## src/rtl/arcade_input_pkg.sv

```systemverilog
// Shared bit positions and coin pulser state type for the arcade input mapper.
package arcade_input_pkg;

    localparam int JOY_RIGHT = 0;
    localparam int JOY_LEFT  = 1;
    localparam int JOY_DOWN  = 2;
    localparam int JOY_UP    = 3;
    localparam int JOY_COIN  = 4;
    localparam int JOY_START = 5;
    localparam int JOY_BTN1  = 6;

    localparam int PORT_UP    = 0;
    localparam int PORT_DOWN  = 1;
    localparam int PORT_LEFT  = 2;
    localparam int PORT_RIGHT = 3;
    localparam int PORT_BTN1  = 4;
    localparam int PORT_START = 5;
    localparam int PORT_COIN  = 6;
    localparam int PORT_SPARE = 7;

    typedef enum logic [1:0] {
        IDLE  = 2'd0,
        PULSE = 2'd1,
        GAP   = 2'd2
    } coin_state_t;

    // Directions are kept in in_port order (up = bit 0), so the lowest set bit is the priority winner.
    function automatic logic [3:0] pick_priority(input logic [3:0] v);
        return v & (~v + 4'd1);
    endfunction

endpackage

```

## src/rtl/arcade_input_mapper_coin_pulser.sv

```systemverilog
// Converts coin presses into fixed-length active-low pulses separated by a minimum gap,
// queuing presses that arrive while a pulse or gap is in progress.
module coin_pulser
    import arcade_input_pkg::*;
#(
    parameter logic [15:0] COIN_PULSE = 16'd50000,
    parameter logic [15:0] COIN_GAP   = 16'd50000,
    parameter int          PEND_MAX   = 3
) (
    input  logic clk,
    input  logic reset_n,
    input  logic coin_in,
    output logic coin_n,
    output logic busy
);

    localparam int MAXLEN = (COIN_PULSE > COIN_GAP) ? int'(COIN_PULSE) : int'(COIN_GAP);
    localparam int CW     = (MAXLEN > 1) ? $clog2(MAXLEN) : 1;
    localparam int PW     = $clog2(PEND_MAX + 1);

    localparam logic [CW-1:0] PULSE_LOAD = CW'(COIN_PULSE - 16'd1);
    localparam logic [CW-1:0] GAP_LOAD   = CW'(COIN_GAP - 16'd1);
    localparam logic [PW-1:0] PEND_FULL  = PW'(PEND_MAX);

    coin_state_t   state, state_nx;
    logic [CW-1:0] cnt, cnt_nx;
    logic [PW-1:0] pend, pend_nx;
    logic          coin_prev;
    logic          rise, launch, accept;

    always_comb begin
        state_nx = state;
        cnt_nx   = cnt;
        launch   = 1'b0;
        case (state)
            IDLE: begin
                if (pend != '0) begin
                    launch   = 1'b1;
                    state_nx = PULSE;
                    cnt_nx   = PULSE_LOAD;
                end
            end
            PULSE: begin
                if (cnt == '0) begin
                    state_nx = GAP;
                    cnt_nx   = GAP_LOAD;
                end else begin
                    cnt_nx = cnt - 1'b1;
                end
            end
            GAP: begin
                if (cnt == '0) begin
                    if (pend != '0) begin
                        launch   = 1'b1;
                        state_nx = PULSE;
                        cnt_nx   = PULSE_LOAD;
                    end else begin
                        state_nx = IDLE;
                    end
                end else begin
                    cnt_nx = cnt - 1'b1;
                end
            end
            default: state_nx = IDLE;
        endcase

        // A press coinciding with a launch frees its own slot, so it is kept even when full.
        rise    = coin_in & ~coin_prev;
        accept  = rise & ((pend != PEND_FULL) | launch);
        pend_nx = pend;
        if (accept && !launch) begin
            pend_nx = pend + 1'b1;
        end else if (launch && !accept) begin
            pend_nx = pend - 1'b1;
        end
    end

    always_ff @(posedge clk or negedge reset_n) begin
        if (!reset_n) begin
            state     <= IDLE;
            cnt       <= '0;
            pend      <= '0;
            coin_prev <= 1'b0;
            coin_n    <= 1'b1;
            busy      <= 1'b0;
        end else begin
            state     <= state_nx;
            cnt       <= cnt_nx;
            pend      <= pend_nx;
            coin_prev <= coin_in;
            coin_n    <= (state_nx != PULSE);
            busy      <= (state_nx != IDLE) || (pend_nx != '0);
        end
    end

endmodule

```

## src/rtl/arcade_input_mapper.sv

```systemverilog
// Maps HPS joystick words to active-low arcade IN ports with per-player 4/8-way
// direction filtering and coin pulse shaping.
module arcade_input_mapper
    import arcade_input_pkg::*;
#(
    parameter int          PLAYERS    = 2,
    parameter logic [15:0] COIN_PULSE = 16'd50000,
    parameter logic [15:0] COIN_GAP   = 16'd50000,
    parameter int          PEND_MAX   = 3
) (
    input  logic                     clk,
    input  logic                     reset_n,
    input  logic [PLAYERS-1:0][15:0] joystick,
    input  logic [PLAYERS-1:0]       fourway,
    output logic [PLAYERS-1:0][7:0]  in_port,
    output logic [PLAYERS-1:0]       coin_busy
);

    logic [PLAYERS-1:0] unused_joy;

    for (genvar p = 0; p < PLAYERS; p++) begin : g_player
        logic [3:0] dirs, dirs_prev, held, rises, sel, dir_out;
        logic [5:0] port_lo;
        logic       coin_n;

        assign unused_joy[p] = ^joystick[p][15:7];

        assign dirs = {joystick[p][JOY_RIGHT], joystick[p][JOY_LEFT],
                       joystick[p][JOY_DOWN],  joystick[p][JOY_UP]};

        // New presses beat the held direction; otherwise keep it while held, else fall back to priority.
        always_comb begin
            rises = dirs & ~dirs_prev;
            if (rises != '0) begin
                sel = pick_priority(rises);
            end else if ((held & dirs) != '0) begin
                sel = held;
            end else begin
                sel = pick_priority(dirs);
            end
            dir_out = fourway[p] ? sel : dirs;
        end

        always_ff @(posedge clk or negedge reset_n) begin
            if (!reset_n) begin
                dirs_prev <= '0;
                held      <= '0;
                port_lo   <= '1;
            end else begin
                dirs_prev <= dirs;
                held      <= fourway[p] ? sel : '0;
                port_lo   <= ~{joystick[p][JOY_START], joystick[p][JOY_BTN1], dir_out};
            end
        end

        coin_pulser #(
            .COIN_PULSE (COIN_PULSE),
            .COIN_GAP   (COIN_GAP),
            .PEND_MAX   (PEND_MAX)
        ) u_coin (
            .clk     (clk),
            .reset_n (reset_n),
            .coin_in (joystick[p][JOY_COIN]),
            .coin_n  (coin_n),
            .busy    (coin_busy[p])
        );

        assign in_port[p] = {1'b1, coin_n, port_lo};
    end

endmodule

```

## config.mk

```make
export PLATFORM = sky130hd
export DESIGN_NAME = arcade_input_mapper
export DESIGN_NICKNAME = d
export VERILOG_FILES = /design/src/rtl/arcade_input_pkg.sv /design/src/rtl/arcade_input_mapper_coin_pulser.sv /design/src/rtl/arcade_input_mapper.sv
export SDC_FILE = /design/constraint.sdc
export NUM_CORES = 1
export LEC_CHECK = 0
export CAP_MARGIN = 20
export CELL_PAD_IN_SITES_DETAIL_PLACEMENT = 1
export CELL_PAD_IN_SITES_GLOBAL_PLACEMENT = 1
export CORE_MARGIN = 4
export CORE_UTILIZATION = 45
export CTS_BUF_LIST = sky130_fd_sc_hd__clkbuf_16
export CTS_CLUSTER_SIZE = 25
export DETAILED_ROUTE_END_ITERATION = 7
export HOLD_SLACK_MARGIN = 0.05
export PLACE_DENSITY = 0.95
export RECOVER_POWER = 50
export SLEW_MARGIN = 10
export SYNTH_ARGS = -nofsm -noshare
export SYNTH_HDL_FRONTEND = slang
export SYNTH_SLANG_ARGS = --single-unit
```

## constraint.sdc

```tcl
create_clock -name clk -period 4.6 [get_ports clk]
set_input_delay 0.46 -clock clk [delete_from_list [all_inputs] [get_ports clk]]
set_output_delay 0.46 -clock clk [all_outputs]
set_load 0.05 [all_outputs]
```

==> out/results.ini <==
[status]
outcome=finished clean

[sta]
hold_viol=0
worst_clock_skew_ps=2.87
fin_setup_tns_ps=0
timing.final.setup_violations=0
final_min_period_over_clock_period_pct=63.0
grt_setup_unrepaired=no
slew_headroom_pct=38.3
max_freq_ghz=0.345
worst_slew_pin_slew_ps=926
finalMaxSlewViolations=0
period_minus_slack_ps=2900

[clock_network]
htree_num_levels=3
root_buffer_selected_by_cts=sky130_fd_sc_hd__clkbuf_16
cts.reportedPaths.clkPinSlew_ps=60
post_cts_resize_count=0
cts_tree=done
tritoncts.num_buffers=9
cts.repair_timing.setup_buffer_count=0
cts_sinks=74
postCtsHoldBufs=0
worstSkewPairLatency_ps=340
cts_buffer_depth=2

[synthesis]
synth.distinct_cells=59
synth_xor_area_share_pct=0.858
netlist_instances=450
synth_enable_flop_cells=0
avgSynthCellArea_um2=9.07
postSynthRegisterBits=74
synth_compound_gate_area_share_pct=20.2
synthesis.yosys.warnings=0
dominant_combinational_cell_family_by_area_after_synthesis=simple AND/OR/NAND/NOR gates
asyncSetResetFlopFracSynth_pct=100
synth_fa_ha_area_share_pct=5.52
seq_area_frac_synth_pct=45.8
synth.mux.area_fraction_pct=1.75
synthesis.area_mm2=0.00408
synth_simple_gate_area_share_pct=20.7
synth-main-ff-cell=sky130_fd_sc_hd__dfrtp_1

[power_and_ir_drop]
share_seq_of_total_power_pct=34.0
clkPwrFrac_pct=25.6
total_power_uw=2990
internal_power_uw=1750
power_switching_share_pct=41.7
comb_power_share_pct=40.4
leakage_uw=0.00208
net-switching-power_uw=1250
pwr_density_cell_mw_per_mm2=628
worst_ir_drop_vdd_mv=0.406

[placement]
detailedPlacementHpwl_mm=8.05
gpl.final_weighted_congestion=0.862
place.port_buffers=33

[detailed_routing]
initialDrtViolationCount=182
ant_nets=0
drt_pass_1_iters=4
route.layer.met1.wl_mm=4.80
route.detailed.vias_per_inst=6.16
routed-wl-met2_mm=6.42
vias=3639
drc=0
finalWirelength_mm=12.1
detail_route.wl_per_cell_um=20.6
maxUsedRoutingLayer=met4
routed-wl-met3_um=410

[min_path]
hold_path.class=in2async

[finish]
final_net_count=532
syn2layout_area_growth_pct=16.8
final_common_cell=sky130_fd_sc_hd__dfrtp_1
nFillCells=1030
mostFrequentLayoutCells=60 x sky130_fd_sc_hd__dfrtp_1, 47 x sky130_fd_sc_hd__nor2_1, 45 x sky130_fd_sc_hd__a21oi_1
proportion_of_layout_cells_with_a_drive_suffix_above_1_pct=7.66
count_of_antenna_diodes_in_the_layout=0

[die]
total_die_area_mm2=0.0107
start_util_pct=46.6
die_width_um=103
core_area_mm2=0.00876
number_of_ports_placed_on_the_die_boundary=54
placement_rows=34
die_h_um=103

[worst_setup_path]
maximum_net_fanout_on_the_critical_path=13
cp_data_required_time_ps=4810
worstPathArrival_ps=3120
crit_path_start_kind=flip-flop
timing.setup.critical_path_class=reg2reg
cp-end-kind=flip-flop

[global_route]
grt_pass1_vias=3985
grt_max_degree=75
grt_first_pass_wirelength_mm=20.2
grt_overflow_total=0
initial_antenna_violation_count=0
overall_global_routing_usage_pct=24.7

[job]
timing.max_cap.violations=0

==> flip-flops by register name, summed over array words and instances, names as in the netlist <==
register and cells:
g_player.port_lo 12, g_player.u_coin.busy 2, g_player.u_coin.coin_prev 2, g_player.u_coin.state 4, g_player.u_coin.coin_n 2, g_player.dirs_prev 8
g_player.u_coin.pend 4, g_player.u_coin.cnt 32, g_player.held 8
==> critical path: stages, from the launching register on <==
cell	delay, ps
sky130_fd_sc_hd__dfrtp_1	430
sky130_fd_sc_hd__inv_1	120
sky130_fd_sc_hd__ha_1	160
sky130_fd_sc_hd__nor4b_1	430
sky130_fd_sc_hd__nand4_1	560
sky130_fd_sc_hd__o21ai_0	360
sky130_fd_sc_hd__a21oi_1	300
sky130_fd_sc_hd__o31a_1	210
sky130_fd_sc_hd__o22a_1	200
==> per-layer routing <==
metal	GRT usage, %	up-vias
met5	0	-
met4	11.7	0
met3	4.83	44
met1	29.4	1837
met2	42.8	93
li1	-	1665
==> path summary, 6_finish.rpt <==
| kind | startpoint | end | slack (ps) | cells past startpoint |
|---|---|---|---|---|
| setup / recovery | g_player[0].u_coin.cnt[1] | g_player[0].u_coin.cnt[9] | 1700 | 8 |
| hold / removal | reset_n | g_player[0].u_coin.state[1] | 230 | 1 |
| setup reg to reg | g_player[0].u_coin.cnt[1] | g_player[0].u_coin.cnt[9] | 1700 | 8 |
| hold reg to reg | g_player[0].u_coin.cnt[12] | g_player[0].u_coin.cnt[12] | 530 | 1 |
| max in group asynchronous | reset_n | g_player[0].dirs_prev[1] | 3740 | 1 |
| min in group clk | g_player[0].u_coin.cnt[12] | g_player[0].u_coin.cnt[12] | 530 | 1 |
==> cell families (layout without fill, tap and decap cells) <==
| logic type | after synthesis | in the layout |
|---|---|---|
| buffers and inverters | 46 | 78 |
| muxes | 7 | 7 |
| xor gates and xnor gates | 4 | 4 |
| AOI/OAI and AO/OA | 131 | 131 |
| and+or+nand+nor | 169 | 169 |
| DFF | 74 | 74 |
| adders and majority gates | 18 | 18 |
| other | 1 | 2 |
==> Yosys cell counts (all sizes together) (2+ instances only) <==
master / n / area share, %
a211oi: 2 / 0.37
a21o: 5 / 0.92
a21oi: 45 / 5.5
a22oi: 4 / 0.74
a31oi: 6 / 0.92
and2: 4 / 0.61
and4: 2 / 0.43
buf: 8 / 1.6
clkbuf: 9 / 0.83
dfrtp: 60 / 37
dfstp: 14 / 9.0
ha: 18 / 5.5
inv: 29 / 2.7
mux2i: 6 / 1.5
nand2: 44 / 4.0
nand2b: 7 / 1.1
nand3: 8 / 0.98
nand4: 4 / 0.61
nor2: 47 / 4.3
nor2b: 10 / 1.5
nor3: 17 / 2.1
nor3b: 3 / 0.55
nor4: 5 / 1.1
nor4b: 4 / 0.86
o21a: 2 / 0.37
o21ai: 30 / 3.7
o21bai: 2 / 0.37
o22a: 9 / 2.0
o22ai: 2 / 0.31
o311ai: 2 / 0.43
o31ai: 2 / 0.37
o32ai: 7 / 1.5
o41ai: 2 / 0.43
or2: 2 / 0.31
or3: 7 / 1.1
xnor2: 3 / 0.64
==> area by class of cell <==
class / instances / area [um^2] / share of cell area [%]
sequential: 74 / 1870 / 39.2
inverter: 29 / 109 / 2.28
timing repair buffer: 33 / 328 / 6.87
tap: 108 / 135 / 2.83
multi-input combinational: 331 / 2010 / 42.1
clock buffer: 9 / 225 / 4.72
clock inverter: 7 / 92.6 / 1.94
==> power groups by stage <==
stage / Clock [uW] / Sequential (uW) / Combinational (uW)
2_1_floorplan: 0 / 983 / 858
3_3_place_gp: 0 / 988 / 1060
3_5_place_dp: 0 / 1010 / 1160
4_1_cts: 775 / 1010 / 1210
5_1_grt: 808 / 1040 / 1330
6_report: 766 / 1020 / 1210
==> stage by stage <==
stage	area (um^2)	utilization (%)	hold slack (ps)	setup slack, ps	std cells
5_1_grt	4770	54.4	319	1550	591
3_3_place_gp	4450	50.8	485	1890	575
4_1_cts	4770	54.4	298	1770	591
6_report	4770	54.4	233	1700	591
3_5_place_dp	4450	50.8	516	1740	575
2_1_floorplan	4090	-	164	2240	451
(Power assumes the default switching activity.)
